===== config.mk =====
export PLATFORM = sky130hd
export DESIGN_NAME = anton_neopixel_decoder
export DESIGN_NICKNAME = d
export VERILOG_FILES = /design/src/rtl/anton_neopixel_decoder_pkg.sv /design/src/rtl/anton_neopixel_pulse_meter.sv /design/src/rtl/anton_neopixel_decoder.sv
export SDC_FILE = /design/constraint.sdc
export NUM_CORES = 1
export LEC_CHECK = 0
export BUFFER_PORTS_ARGS = -buffer_cell sky130_fd_sc_hd__buf_2
export CORE_MARGIN = 8
export CORE_UTILIZATION = 62
export DETAILED_ROUTE_END_ITERATION = 6
export HOLD_SLACK_MARGIN = 0.05
export PLACE_DENSITY_LB_ADDON = 0.2
export SYNTH_ARGS = -nofsm -noshare
export SYNTH_HDL_FRONTEND = slang
export SYNTH_HIERARCHICAL = 1
export SYNTH_SLANG_ARGS = --single-unit

===== constraint.sdc =====
create_clock -name clk10mhz -period 4.2 [get_ports clk10mhz]
set_input_delay 0.21 -clock clk10mhz [delete_from_list [all_inputs] [get_ports clk10mhz]]
set_output_delay 0.21 -clock clk10mhz [all_outputs]
set_load 0.02 [all_outputs]

===== src/rtl/anton_neopixel_decoder_pkg.sv =====
// Shared constants and state encoding for the neopixel receive path.
// The nominal pulse timings match the transmitter, so both ends stay in step.
package anton_neopixel_decoder_pkg;

  localparam int BYTES_MAX_DEF    = 66;
  localparam int HIGH_MIN_DEF     = 2;
  localparam int HIGH_ONE_DEF     = 6;
  localparam int HIGH_MAX_DEF     = 12;
  localparam int RESET_CYCLES_DEF = 500;

  // Transmitter pulse shapes in clk10mhz cycles.
  localparam int T0H     = 4;
  localparam int T1H     = 8;
  localparam int T_RESET = 500;

  typedef enum logic [1:0] {
    ST_SYNC,
    ST_IDLE,
    ST_HIGH,
    ST_LOW
  } dec_state_e;

endpackage


===== src/rtl/anton_neopixel_pulse_meter.sv =====
// Synchronises the raw neopixel line, flags its edges and measures how long
// the line has held its current level.
module anton_neopixel_pulse_meter #(
  parameter int SAT = 500,
  parameter int W   = 9
) (
  input  logic         clk,
  input  logic         reset,
  input  logic         din,
  output logic         level,
  output logic         rise,
  output logic         fall,
  output logic [W-1:0] width
);

  logic         sync1_q, sync1_d;
  logic         sync2_q, sync2_d;
  logic         prev_q, prev_d;
  logic [W-1:0] width_q, width_d;
  logic         edge_seen;

  // The edge cycle is the first cycle of the new run, so the counter restarts
  // at 1; on the next edge it then holds the full length of the finished run.
  always_comb begin
    sync1_d   = din;
    sync2_d   = sync1_q;
    prev_d    = sync2_q;
    edge_seen = sync2_q ^ prev_q;
    if (edge_seen) begin
      width_d = W'(1);
    end else if (width_q < W'(SAT)) begin
      width_d = width_q + W'(1);
    end else begin
      width_d = width_q;
    end
  end

  always_ff @(posedge clk) begin
    if (reset) begin
      sync1_q <= 1'b0;
      sync2_q <= 1'b0;
      prev_q  <= 1'b0;
      width_q <= '0;
    end else begin
      sync1_q <= sync1_d;
      sync2_q <= sync2_d;
      prev_q  <= prev_d;
      width_q <= width_d;
    end
  end

  assign level = sync2_q;
  assign rise  = sync2_q & ~prev_q;
  assign fall  = ~sync2_q & prev_q;
  assign width = width_q;

endmodule


===== src/rtl/anton_neopixel_decoder.sv =====
// WS2812-style receiver: turns high-pulse widths into bits, bits into
// addressed bytes, and reports frame completion, width errors and overflow.
module anton_neopixel_decoder
  import anton_neopixel_decoder_pkg::*;
#(
  parameter int BYTES_MAX    = BYTES_MAX_DEF,
  parameter int HIGH_MIN     = HIGH_MIN_DEF,
  parameter int HIGH_ONE     = HIGH_ONE_DEF,
  parameter int HIGH_MAX     = HIGH_MAX_DEF,
  parameter int RESET_CYCLES = RESET_CYCLES_DEF
) (
  input  logic                             clk10mhz,
  input  logic                             reset,
  input  logic                             neoData,
  output logic [7:0]                       byteData,
  output logic [$clog2(BYTES_MAX)-1:0]     byteAddr,
  output logic                             byteValid,
  output logic                             frameDone,
  output logic [$clog2(BYTES_MAX+1)-1:0]   frameBytes,
  output logic                             errorPulse,
  output logic                             overflow
);

  localparam int AW = $clog2(BYTES_MAX);
  localparam int FW = $clog2(BYTES_MAX + 1);
  localparam int CW = $clog2(RESET_CYCLES + 1);

  logic          level, rise, fall;
  logic [CW-1:0] width;

  anton_neopixel_pulse_meter #(
    .SAT (RESET_CYCLES),
    .W   (CW)
  ) u_meter (
    .clk   (clk10mhz),
    .reset (reset),
    .din   (neoData),
    .level (level),
    .rise  (rise),
    .fall  (fall),
    .width (width)
  );

  dec_state_e    state_q, state_d;
  logic [7:0]    shift_q, shift_d;
  logic [2:0]    bit_cnt_q, bit_cnt_d;
  logic [FW-1:0] byte_cnt_q, byte_cnt_d;
  logic [7:0]    byte_data_q, byte_data_d;
  logic [AW-1:0] byte_addr_q, byte_addr_d;
  logic          byte_valid_q, byte_valid_d;
  logic          frame_done_q, frame_done_d;
  logic [FW-1:0] frame_bytes_q, frame_bytes_d;
  logic          error_q, error_d;
  logic          overflow_q, overflow_d;
  logic          bit_one;
  logic [7:0]    new_shift;

  always_comb begin
    state_d       = state_q;
    shift_d       = shift_q;
    bit_cnt_d     = bit_cnt_q;
    byte_cnt_d    = byte_cnt_q;
    byte_data_d   = byte_data_q;
    byte_addr_d   = byte_addr_q;
    byte_valid_d  = 1'b0;
    frame_done_d  = 1'b0;
    frame_bytes_d = frame_bytes_q;
    error_d       = 1'b0;
    overflow_d    = (frame_done_q || state_q == ST_SYNC) ? 1'b0 : overflow_q;
    bit_one       = (width >= CW'(HIGH_ONE));
    new_shift     = {shift_q[6:0], bit_one};

    unique case (state_q)
      ST_SYNC: begin
        // The falling-edge cycle still carries the length of the high run.
        if (!level && !fall && width >= CW'(RESET_CYCLES)) begin
          state_d = ST_IDLE;
        end
      end
      ST_IDLE: begin
        bit_cnt_d  = '0;
        byte_cnt_d = '0;
        if (rise) begin
          state_d = ST_HIGH;
        end
      end
      ST_HIGH: begin
        if (width > CW'(HIGH_MAX) || (fall && width < CW'(HIGH_MIN))) begin
          error_d = 1'b1;
          state_d = ST_SYNC;
        end else if (fall) begin
          shift_d = new_shift;
          state_d = ST_LOW;
          if (bit_cnt_q == 3'd7) begin
            bit_cnt_d = '0;
            if (byte_cnt_q < FW'(BYTES_MAX)) begin
              byte_valid_d = 1'b1;
              byte_data_d  = new_shift;
              byte_addr_d  = AW'(byte_cnt_q);
              byte_cnt_d   = byte_cnt_q + FW'(1);
            end else begin
              overflow_d = 1'b1;
            end
          end else begin
            bit_cnt_d = bit_cnt_q + 3'd1;
          end
        end
      end
      ST_LOW: begin
        if (rise) begin
          state_d = ST_HIGH;
        end else if (width >= CW'(RESET_CYCLES)) begin
          state_d    = ST_IDLE;
          error_d    = (bit_cnt_q != 3'd0);
          bit_cnt_d  = '0;
          byte_cnt_d = '0;
          if (byte_cnt_q != '0) begin
            frame_done_d  = 1'b1;
            frame_bytes_d = byte_cnt_q;
          end
        end
      end
      default: state_d = ST_SYNC;
    endcase
  end

  always_ff @(posedge clk10mhz) begin
    if (reset) begin
      state_q       <= ST_SYNC;
      shift_q       <= '0;
      bit_cnt_q     <= '0;
      byte_cnt_q    <= '0;
      byte_data_q   <= '0;
      byte_addr_q   <= '0;
      byte_valid_q  <= 1'b0;
      frame_done_q  <= 1'b0;
      frame_bytes_q <= '0;
      error_q       <= 1'b0;
      overflow_q    <= 1'b0;
    end else begin
      state_q       <= state_d;
      shift_q       <= shift_d;
      bit_cnt_q     <= bit_cnt_d;
      byte_cnt_q    <= byte_cnt_d;
      byte_data_q   <= byte_data_d;
      byte_addr_q   <= byte_addr_d;
      byte_valid_q  <= byte_valid_d;
      frame_done_q  <= frame_done_d;
      frame_bytes_q <= frame_bytes_d;
      error_q       <= error_d;
      overflow_q    <= overflow_d;
    end
  end

  assign byteData   = byte_data_q;
  assign byteAddr   = byte_addr_q;
  assign byteValid  = byte_valid_q;
  assign frameDone  = frame_done_q;
  assign frameBytes = frame_bytes_q;
  assign errorPulse = error_q;
  assign overflow   = overflow_q;

endmodule


==> run_results.csv, run 1 <==
group,metric,value,unit
cells_and_area,area_growth,14.78,%
worst_setup_path,setup.worst_path.class,"flop to flop",
worst_setup_path,start_kind,"flop",
clock_network,cts_buffers,9,
worst_setup_path,arrival,2.78,ns
clock_network,ctsHtreeMaxLevel,3,
place,dp_cells,353,
clock_network,clockBufferDepth,2,
power,p_leak,1.269,nW
floorplanning,fp-row-count,23,
global_route,grt_max_degree,53,
synthesis,postSynthAreaPerCell,8.789,um2
drt,drtIter0Drc,159,
sta,fin_ws,1.621,ns
floorplanning,dieArea,6383,um2
sta,setup_violations,0,
worst_setup_path,worstPathMaxFanout,17,
cells_and_area,final_cells,369,
drt,vias_per_cell,5.748,
sta,grt_setup_unrepaired,"no",
drt,postRouteAntennaNets,0,
cells_and_area,antenna_cells,0,
clock_network,clkSinkCount,57,
synthesis,synth_cell_type_count,48,
global_route,track_usage,17.07,%
floorplanning,core,3971,um2
worst_setup_path,rrSetupSlack,1.62,ns
sta,slew_headroom,30.94,%
sta,hold_viol_final,0,
synthesis,synth-async-reset-ratio,0,%
cells_and_area,fin_util,73.16,%
job,maxCapViolCount,0,
sta,min_period,2.579,ns
drt,routed_wl,5.050,mm
cells_and_area,drive_gt1_share,15.67,%
worst_setup_path,cpPeakStageDelay,0.74,ns
status,status,"finished clean",
worst_setup_path,critPathRequiredTime,4.40,ns
synthesis,seq_area_frac_synth,45.08,%
cells_and_area,fin_area,2905,um2
drt,routedWlPerCell,13.69,um
clock_network,cts_resized,0,
clock_network,post_cts_buffers,0,
sta,max_freq,387.8,MHz
clock_network,insertion_delay,0.34,ns
drt,vias,2121,
power,pwr-share-clk,52.0,%
global_route,grt_pass1_vias,1910,
cells_and_area,register_area,1141,um2
drt,drt_first_pass_iters,5,
floorplanning,die_y,79.90,um
place,place_congestion,0.8556,
synthesis,synth_seq_cells,57,
synthesis,synth_fp_nets,299,
power,p_seq_share,46.0,%
place,dpl.hpwl,3.365,mm
sta,final.period_utilization,61.40,%
floorplanning,die_w,79.90,um
floorplanning,ios,29,
global_route,overflow,0,
worst_setup_path,slowest_stage,"or3b_1",
place,dpl-instance-area,2663,um2
synthesis,synth_area,2531,um2
sta,maxSlewViolCount,0,
power,peakVddDrop,0.2886,mV
power,p_per_area,410.6,nW/um2
clock_network,cts-root-buf,"clkbuf_8",
synthesis,synth_warnings,6,
synthesis,ys.flop_type,"dfxtp_1",
cells_and_area,final_nets,325,
place,place_ws,1.615,ns
cells_and_area,n_fill_cell,336,
synthesis,syn_inst,288,
synthesis,synth_edf_count,0,
global_route,antenna_found_initial,0,
cells_and_area,multiInputGateArea,1277,um2
floorplanning,initial_utilization,63.74,%
worst_setup_path,path_cells,"or4_4 -> o22ai_4 -> or3b_1 -> mux2i_1 -> nor2_1",
worst_setup_path,cp-end-kind,"flop",
power,p_comb_share,2.0,%
power,p_int,0.0009593,W
clock_network,holdBufCountCts,0,
sta,worst_pin_slew,1.032,ns
power,p_sw_share,19.58,%
place,port_buffers,28,
sta,clock_skew,0.007373,ns
drt,drc_errors,0,
clock_network,cts_tree,"yes",
clock_network,clk_pin_slew,0.06,ns
global_route,grt_pass1_wl,8.694,mm
power,p_sw,0.0002336,W
sta,fin_setup_tns,0,ns
hold_path,hold_path_class,"primary input to flop",
path summary, 6_finish.rpt:
kind	from	end	cells after the start
worst min-delay path	neoData	u_meter/sync1_q	2
worst max register to register	byte_cnt_q[3]	byteAddr[2]	5
worst max-delay path	byte_cnt_q[3]	byteAddr[2]	5
worst min register to register	u_meter/sync1_q	u_meter/level	1
layer usage:
metal  vias to the layer above  track usage [%]  share of wire, %
met5                         -                0                 0
met4                         0            9.091               1.6
met3                        10            6.419               5.5
met2                        34            25.55                45
met1                      1003            20.69                48
li1                       1074                -                 -
cells by family after synthesis:
logic type / share of synthesized area [%]
AOI/OAI and AO/OA: 16.86
xor gates and xnor gates: 0.3461
adders and majority gates: 3.955
buffers and inverters: 4.449
and+or+nand+nor: 23.38
muxes: 5.932
DFF: 45.08
critical path, delay by kind of cell (launching register included):
family | cells | cell delay [ns]
AOI/OAI and AO/OA | 1 | 0.39
and+or+nand+nor | 3 | 1.39
DFF | 1 | 0.37
muxes | 1 | 0.29
final cells by class:
type                            instances  share of cell area, %
Multi-Input combinational cell        207                  43.97
Timing Repair Buffer                   28                  4.823
Clock buffer                           10                  4.737
Tap cell                               50                  2.153
Inverter                               11                  1.421
Clock inverter                          6                  3.618
Sequential cell                        57                  39.28
layout by cell type, fill, tap and decap left out, types with 2 or more instances in the layout:
cell / synthesis / layout
o21ai_2: 2 / 2
a22oi_1: 3 / 3
nand2b_1: 8 / 8
clkinv_2: 0 / 3
nand2_1: 27 / 27
dfxtp_1: 57 / 57
a31oi_1: 2 / 2
a221oi_1: 2 / 2
nor4_1: 3 / 3
nand3b_1: 2 / 2
nor3_1: 4 / 4
nand3_1: 17 / 17
o211ai_1: 3 / 3
nor2b_1: 7 / 7
a21boi_1: 2 / 2
ha_1: 8 / 8
nor2_1: 32 / 32
o31ai_1: 3 / 3
bufinv_16: 0 / 3
buf_2: 0 / 28
and3_1: 5 / 5
a21oi_1: 27 / 27
or3_1: 2 / 2
o21ai_0: 10 / 10
inv_1: 11 / 11
clkbuf_8: 0 / 10
or4_1: 2 / 2
mux2i_1: 15 / 15
state kept, by name, summed over array words and instances (netlist names), 2 cells and up:
register       flops
u_meter/width      9
state_q            2
shift_q            7
frameBytes         7
byte_cnt_q         7
byteAddr           7
byteData           8
bit_cnt_q          3
metrics by stage:
stage                     power [W]  hold slack [ns]
after floorplan           0.0005784           0.2767
after global placement    0.0005837           0.4229
after detailed placement  0.0005845           0.4260
after CTS                  0.001202          0.08882
after global routing       0.001229          0.09562
final                      0.001193          0.09061
synth_stat cells, types with 2 or more instances:
| library cell | count | area, um2 |
|---|---|---|
| a31oi_1 | 2 | 12.51 |
| nand3b_1 | 2 | 15.01 |
| mux2i_1 | 15 | 150.1 |
| nor3_1 | 4 | 20.02 |
| nand3_1 | 17 | 85.08 |
| nand2_1 | 27 | 101.4 |
| buf_6 | 3 | 33.78 |
| o211ai_1 | 3 | 22.52 |
| inv_1 | 11 | 41.29 |
| dfxtp_1 | 57 | 1141 |
| o21ai_0 | 10 | 50.05 |
| nor2_1 | 32 | 120.1 |
| clkbuf_1 | 9 | 33.78 |
| a21boi_1 | 2 | 15.01 |
| a21oi_1 | 27 | 135.1 |
| a22oi_1 | 3 | 22.52 |
| nor2b_1 | 7 | 43.79 |
| a221oi_1 | 2 | 17.52 |
| and3_1 | 5 | 31.28 |
| or3_1 | 2 | 12.51 |
| ha_1 | 8 | 100.1 |
| o21ai_2 | 2 | 17.52 |
| or4_1 | 2 | 15.01 |
| nor4_1 | 3 | 18.77 |
| nand2b_1 | 8 | 50.05 |
| o31ai_1 | 3 | 22.52 |
power groups by stage:
stage	logic (W)	clock network, W	registers, W
final	0.0000236	0.000620	0.000549
after global routing	0.0000265	0.000654	0.000549
after CTS	0.0000238	0.000630	0.000549
after detailed placement	0.0000239	0	0.000561
after global placement	0.0000231	0	0.000561
after floorplan	0.0000188	0	0.000560
Note: power is estimated with default switching activity, not from simulation.
==> run 2, diff against run 1 <==
--- a/config.mk
+++ b/config.mk
@@ -5,9 +5,10 @@
 export SDC_FILE = /design/constraint.sdc
 export NUM_CORES = 1
 export LEC_CHECK = 0
+export ABC_AREA = 1
 export BUFFER_PORTS_ARGS = -buffer_cell sky130_fd_sc_hd__buf_2
 export CORE_MARGIN = 8
-export CORE_UTILIZATION = 62
+export CORE_UTILIZATION = 58
 export DETAILED_ROUTE_END_ITERATION = 6
 export HOLD_SLACK_MARGIN = 0.05
 export PLACE_DENSITY_LB_ADDON = 0.2
==> constraint.sdc (replaced) <==
create_clock -name clk10mhz -period 2.5 [get_ports clk10mhz]
set_input_delay 0.125 -clock clk10mhz [delete_from_list [all_inputs] [get_ports clk10mhz]]
set_output_delay 0.125 -clock clk10mhz [all_outputs]
set_load 0.02 [all_outputs]
==> run_results.csv, run 2 <==
group,metric,value,unit
clock_network,clk_pin_slew,0.07,ns
floorplanning,dieArea,7493,um2
synthesis,synth-async-reset-ratio,0,%
synthesis,yosys-top-cells-count,"nand2_1, nor2_1, dfxtp_1",
synthesis,synth_edf_count,0,
synthesis,synth.top_cell.area_share,39.51,%
job,maxCapViolCount,0,
drt,met3_length,401,um
power,p_leak,1.542,nW
cells_and_area,drive_gt1_share,15.75,%
clock_network,ctsHtreeMaxLevel,3,
sta,final.period_utilization,71.91,%
clock_network,clkSinkCount,57,
synthesis,synth_area_leader_cell,"dfxtp_1",
worst_setup_path,worstReg2RegEnd,"byteData[4]",
synthesis,synth_seq_cells,57,
global_route,overflow,0,
place,dpl-instance-area,3045,um2
cells_and_area,final_common_cell,"nand2_1",
synthesis,ys.flop_type,"dfxtp_1",
worst_setup_path,start_kind,"flop",
power,totalPowerFinal,0.002673,W
synthesis,synth_fp_nets,432,
worst_setup_path,worstPathMaxFanout,13,
cells_and_area,final_nets,463,
worst_setup_path,cp-end-kind,"flop",
cells_and_area,largest_reg_flops,9,
clock_network,cts_tree,"yes",
sta,grt_setup_unrepaired,"no",
synthesis,synth.most_common_cell,"nand2_1",
place,dpl.hpwl,4.250,mm
sta,max_freq,556.2,MHz
hold_path,min_path_cells,2,
sta,min_period,1.798,ns
sta,maxSlewViolCount,0,
worst_setup_path,rr_startpoint,"u_meter/level",
clock_network,cts_buffers,9,
sta,fin_setup_tns,0,ns
drt,vias,2639,
clock_network,insertion_delay,0.35,ns
drt,vias_per_cell,5.036,
global_route,antenna_found_initial,0,
clock_network,holdBufCountCts,1,
cells_and_area,antenna_cells,0,
floorplanning,initial_utilization,60.74,%
sta,setup_violations,0,
place,place_congestion,0.8563,
drt,routed_wl,6.100,mm
sta,clock_skew,0.009615,ns
floorplanning,ios,29,
synthesis,synth_area,2888,um2
drt,postRouteAntennaNets,0,
drt,dr.max_layer_used,"met4",
synthesis,syn_inst,421,
worst_setup_path,r2r_cells,9,
drt,drt_first_pass_iters,5,
floorplanning,fp-row-count,25,
clock_network,cts-root-buf,"clkbuf_8",
hold_path,holdPathEnd,"u_meter/sync1_q",
place,dp_cells,507,
status,status,"finished clean",
worst_setup_path,critPathRequiredTime,2.78,ns
place,port_buffers,28,
drt,routed-wl-met2,2.969,mm
drt,routedWlPerCell,11.64,um
global_route,grt_pass1_vias,2437,
worst_setup_path,arrival,2.08,ns
clock_network,cts_resized,0,
drt,drc_errors,0,
power,peakVddDrop,0.5660,mV
power,p_per_area,824.5,nW/um2
sta,hold_viol_final,0,
worst_setup_path,rrSetupSlack,0.70,ns
cells_and_area,n_fill_cell,411,
clock_network,post_cts_buffers,0,
global_route,grt_max_degree,27,
clock_network,clockBufferDepth,2,
drt,drtIter0Drc,162,
sta,worst_pin_slew,0.7948,ns
global_route,grt_pass1_wl,10.54,mm
cells_and_area,mostFrequentLayoutCells,"nand2_1, nor2_1, dfxtp_1, inv_1, nand3_1",
cells_and_area,fin_area,3242,um2
sta,slew_headroom,46.95,%
hold_path,hold_path_class,"primary input to flop",
synthesis,synthTopCellsByArea,"dfxtp_1, nand2_1, nor2_1",
floorplanning,die_y,86.56,um
hold_path,hold_start,"reset",
drt,met1_length,2.635,mm
floorplanning,core,4755,um2
floorplanning,die_w,86.56,um
synthesis,synth_warnings,6,
synthesis,synth_cell_type_count,30,
synthesis,postSynthAreaPerCell,6.859,um2
worst_setup_path,setup.worst_path.class,"flop to flop",
synthesis,seq_area_frac_synth,39.51,%
global_route,track_usage,17.66,%
cells_and_area,final_cells,524,
cells_and_area,area_growth,12.26,%
-- run 2: changes by cell type after synthesis, sizes merged, moves of 5 or more --
cell    change
nand2b      -8
nand4      +11
nand3      +16
nor2       +49
inv        +45
nor2b       -7
and3        -5
mux2i      -15
nand2      +97
clkbuf      -7
-- run 2: stage by stage --
stage	hold WS (ns)	setup slack [ns]	utilization [%]
3_3_place_gp	0.3244	0.8200	64.05
3_5_place_dp	0.3426	0.7711	64.05
4_1_cts	0.2233	0.7082	68.18
2_1_floorplan	0.1941	0.9808	-
5_1_grt	0.2487	0.5382	68.18
6_report	0.2183	0.7022	68.18
-- run 2: cell type report --
class / count / area, um2 / area share [%]
inverter: 56 / 210.2 / 6.484
clock buffer: 10 / 127.6 / 3.937
sequential: 57 / 1141 / 35.20
multi-input combinational: 299 / 1470 / 45.35
tap: 67 / 83.83 / 2.586
timing repair buffer: 29 / 150.1 / 4.631
clock inverter: 6 / 58.81 / 1.814
-- run 2: cell families (layout without fill, tap and decap cells) --
family | after synthesis | count (layout) | share of synthesized area (%)
AND/OR/NAND/NOR | 255 | 255 | 41.07
buffers and inverters | 65 | 101 | 9.575
flip-flops | 57 | 57 | 39.51
AO/OA/AOI/OAI | 36 | 36 | 6.369
adder cells (fa/ha/maj) | 8 | 8 | 3.466
-- run 2: metal layers --
layer	vias up	GRT usage (%)
met3	14	6.144
met5	-	0
met2	74	30.28
met4	0	7.042
li1	1374	-
met1	1177	19.41
-- run 2: how the worst max path moves through the flow --
stage,start,to,depth (start not counted)
2_1_floorplan,u_meter/level,byteData[1],9
3_3_place_gp,u_meter/level,byteData[2],8
3_5_place_dp,u_meter/level,byteData[2],8
4_1_cts,u_meter/level,byteData[4],9
5_1_grt,u_meter/level,byteData[4],9
6_report,u_meter/level,byteData[4],9
-- run 2: worst max-delay path, cell delays in order, from the launching register on --
cell     delay, ns
dfxtp_1       0.35
inv_1         0.06
ha_1          0.28
nand3_2       0.16
nand3_1       0.14
nor2_2        0.16
nand3_2       0.25
nand2_1       0.15
nand2_1       0.07
nor2_1        0.12
-- run 2: report_power, final --
part           switching (W)  leakage [nW]  internal [W]  total (W)
Combinational       0.000518         0.980      0.000243   0.000761
Sequential          0.000106         0.461      0.000980    0.00109
Clock               0.000372        0.0998      0.000454   0.000826
Total               0.000996          1.54       0.00168    0.00267
==> run 3, diff against run 2 <==
--- a/config.mk
+++ b/config.mk
@@ -5,10 +5,10 @@
 export SDC_FILE = /design/constraint.sdc
 export NUM_CORES = 1
 export LEC_CHECK = 0
-export ABC_AREA = 1
+export ABC_AREA = 0
 export BUFFER_PORTS_ARGS = -buffer_cell sky130_fd_sc_hd__buf_2
 export CORE_MARGIN = 8
-export CORE_UTILIZATION = 58
+export CORE_UTILIZATION = 52
 export DETAILED_ROUTE_END_ITERATION = 6
 export HOLD_SLACK_MARGIN = 0.05
 export PLACE_DENSITY_LB_ADDON = 0.2
==> constraint.sdc (replaced) <==
create_clock -name clk10mhz -period 1.5 [get_ports clk10mhz]
set_input_delay 0.075 -clock clk10mhz [delete_from_list [all_inputs] [get_ports clk10mhz]]
set_output_delay 0.075 -clock clk10mhz [all_outputs]
set_load 0.02 [all_outputs]
==> run_results.csv, run 3 (synthesized netlist as in run 1, its figures left out) <==
group,metric,value,unit
drt,met1_length,3.300,mm
floorplanning,die_y,85.77,um
sta,fin_ws,-0.4817,ns
sta,max_freq,504.6,MHz
cells_and_area,final_common_cell,"dfxtp_1",
cells_and_area,largest_reg_flops,9,
drt,routedWlPerCell,16.53,um
clock_network,cts-root-buf,"clkbuf_8",
sta,hold_viol_final,0,
cells_and_area,mostFrequentLayoutCells,"dfxtp_1, buf_4, buf_2, nor2_1, a21oi_1",
drt,drc_errors,0,
floorplanning,initial_utilization,53.59,%
place,place_congestion,0.8062,
hold_path,hold_path_class,"primary input to flop",
sta,clock_skew,0.01338,ns
sta,min_period,1.982,ns
power,pwr-share-clk,43.8,%
status,violations,"setup timing",
sta,grt_setup_unrepaired,"yes",
global_route,track_usage,19.64,%
cells_and_area,drive_gt1_share,44.59,%
sta,maxSlewViolCount,0,
worst_setup_path,rrSetupSlack,-0.48,ns
floorplanning,ios,29,
place,port_buffers,28,
clock_network,clk_pin_slew,0.07,ns
power,peakVddDrop,0.6736,mV
clock_network,clkSinkCount,57,
global_route,grt_max_degree,35,
global_route,overflow,0,
sta,hold_ws,0.1705,ns
power,p_leak,1.711,nW
sta,final.period_utilization,132.1,%
power,totalPowerFinal,0.002946,W
floorplanning,core,4723,um2
global_route,grt_pass1_wl,11.43,mm
clock_network,ctsHtreeMaxLevel,3,
clock_network,cts_tree,"yes",
sta,worst_pin_slew,0.3966,ns
worst_setup_path,start_kind,"flop",
place,dpl.hpwl,4.284,mm
job,maxCapViolCount,0,
drt,drtIter0Drc,163,
worst_setup_path,arrival,2.24,ns
cells_and_area,final_nets,394,
clock_network,clockBufferDepth,2,
cells_and_area,fin_util,80.72,%
cells_and_area,antenna_cells,0,
cells_and_area,area_growth,50.62,%
cells_and_area,n_fill_cell,272,
power,p_comb_share,4.3,%
clock_network,cts_buffers,9,
drt,routed-wl-met2,3.622,mm
sta,slew_headroom,73.49,%
drt,postRouteAntennaNets,0,
worst_setup_path,worstPathMaxFanout,8,
drt,met3_length,453,um
power,p_sw,0.0006884,W
power,p_seq_share,51.9,%
drt,drt_first_pass_iters,4,
floorplanning,fp-row-count,25,
floorplanning,dieArea,7356,um2
global_route,grt_pass1_vias,2337,
power,p_sw_share,23.37,%
status,status,"complete, but fails checks",
power,p_per_area,772.7,nW/um2
worst_setup_path,cp-end-kind,"flop",
global_route,antenna_found_initial,0,
drt,routed_wl,7.519,mm
worst_setup_path,critPathRequiredTime,1.76,ns
drt,vias_per_cell,5.490,
drt,vias,2498,
worst_setup_path,setup.worst_path.class,"flop to flop",
power,p_int,0.002258,W
drt,dr.max_layer_used,"met4",
floorplanning,die_w,85.77,um
clock_network,insertion_delay,0.34,ns
sta,setup_violations,45,
[run 3: power by group through the flow]
stage	logic, W	clock network (W)	registers, W
3_3_place_gp	0.000101	0	0.00156
3_5_place_dp	0.000103	0	0.00156
5_1_grt	0.000137	0.00137	0.00153
4_1_cts	0.000112	0.00130	0.00153
6_report	0.000126	0.00129	0.00153
2_1_floorplan	0.0000589	0	0.00156
[run 3: routing by layer]
layer | up-vias | GRT usage, %
met5 | - | 0
met3 | 21 | 4.871
met1 | 1183 | 24.19
met2 | 84 | 31.31
met4 | 0 | 9.236
li1 | 1210 | -
[run 3: timing repair]
action | CTS | global route
cloned | 2 | 0
hold buffers | 1 | 0
pin swaps | 20 | 20
hold endpoints to repair | 1 | 0
resized for setup | 51 | 40
setup buffers | 14 | 6
endpoints found under the setup margin | 45 | 45
[run 3: worst paths after layout]
| path | from | end | cells past startpoint |
|---|---|---|---|
| worst max register to register | byte_cnt_q[5] | byteAddr[6] | 6 |
| worst min-delay path | reset | byte_cnt_q[5] | 4 |
| worst max-delay path | byte_cnt_q[5] | byteAddr[6] | 6 |
| worst min register to register | u_meter/sync1_q | u_meter/level | 1 |
[run 3: cell type report]
class	count	area [um2]	share of cell area, %
multi-input combinational	207	1572	41.22
sequential	57	1155	30.29
timing repair buffer	97	787.0	20.64
clock buffer	13	158.9	4.168
tap	67	83.83	2.199
inverter	11	41.29	1.083
clock inverter	3	15.01	0.3938
[run 3: worst max-delay path: stages, from the launching register on]
cell     delay, ns
dfxtp_2       0.32
or4_4         0.55
o22ai_4       0.13
or3b_4        0.44
buf_12        0.16
mux2i_4       0.18
nor2_1        0.11
[run 3: metrics by stage]
step | instances | area (um2) | setup WS, ns | TNS, ns
floorplan | 288 | 2630 | -0.4970 | -9.645
global placement | 419 | 3129 | -0.3450 | -10.86
detailed placement | 419 | 3129 | -0.3957 | -12.37
CTS | 452 | 3671 | -0.3786 | -12.64
global route | 455 | 3812 | -0.4853 | -17.09
finish | 455 | 3812 | -0.4817 | -14.24
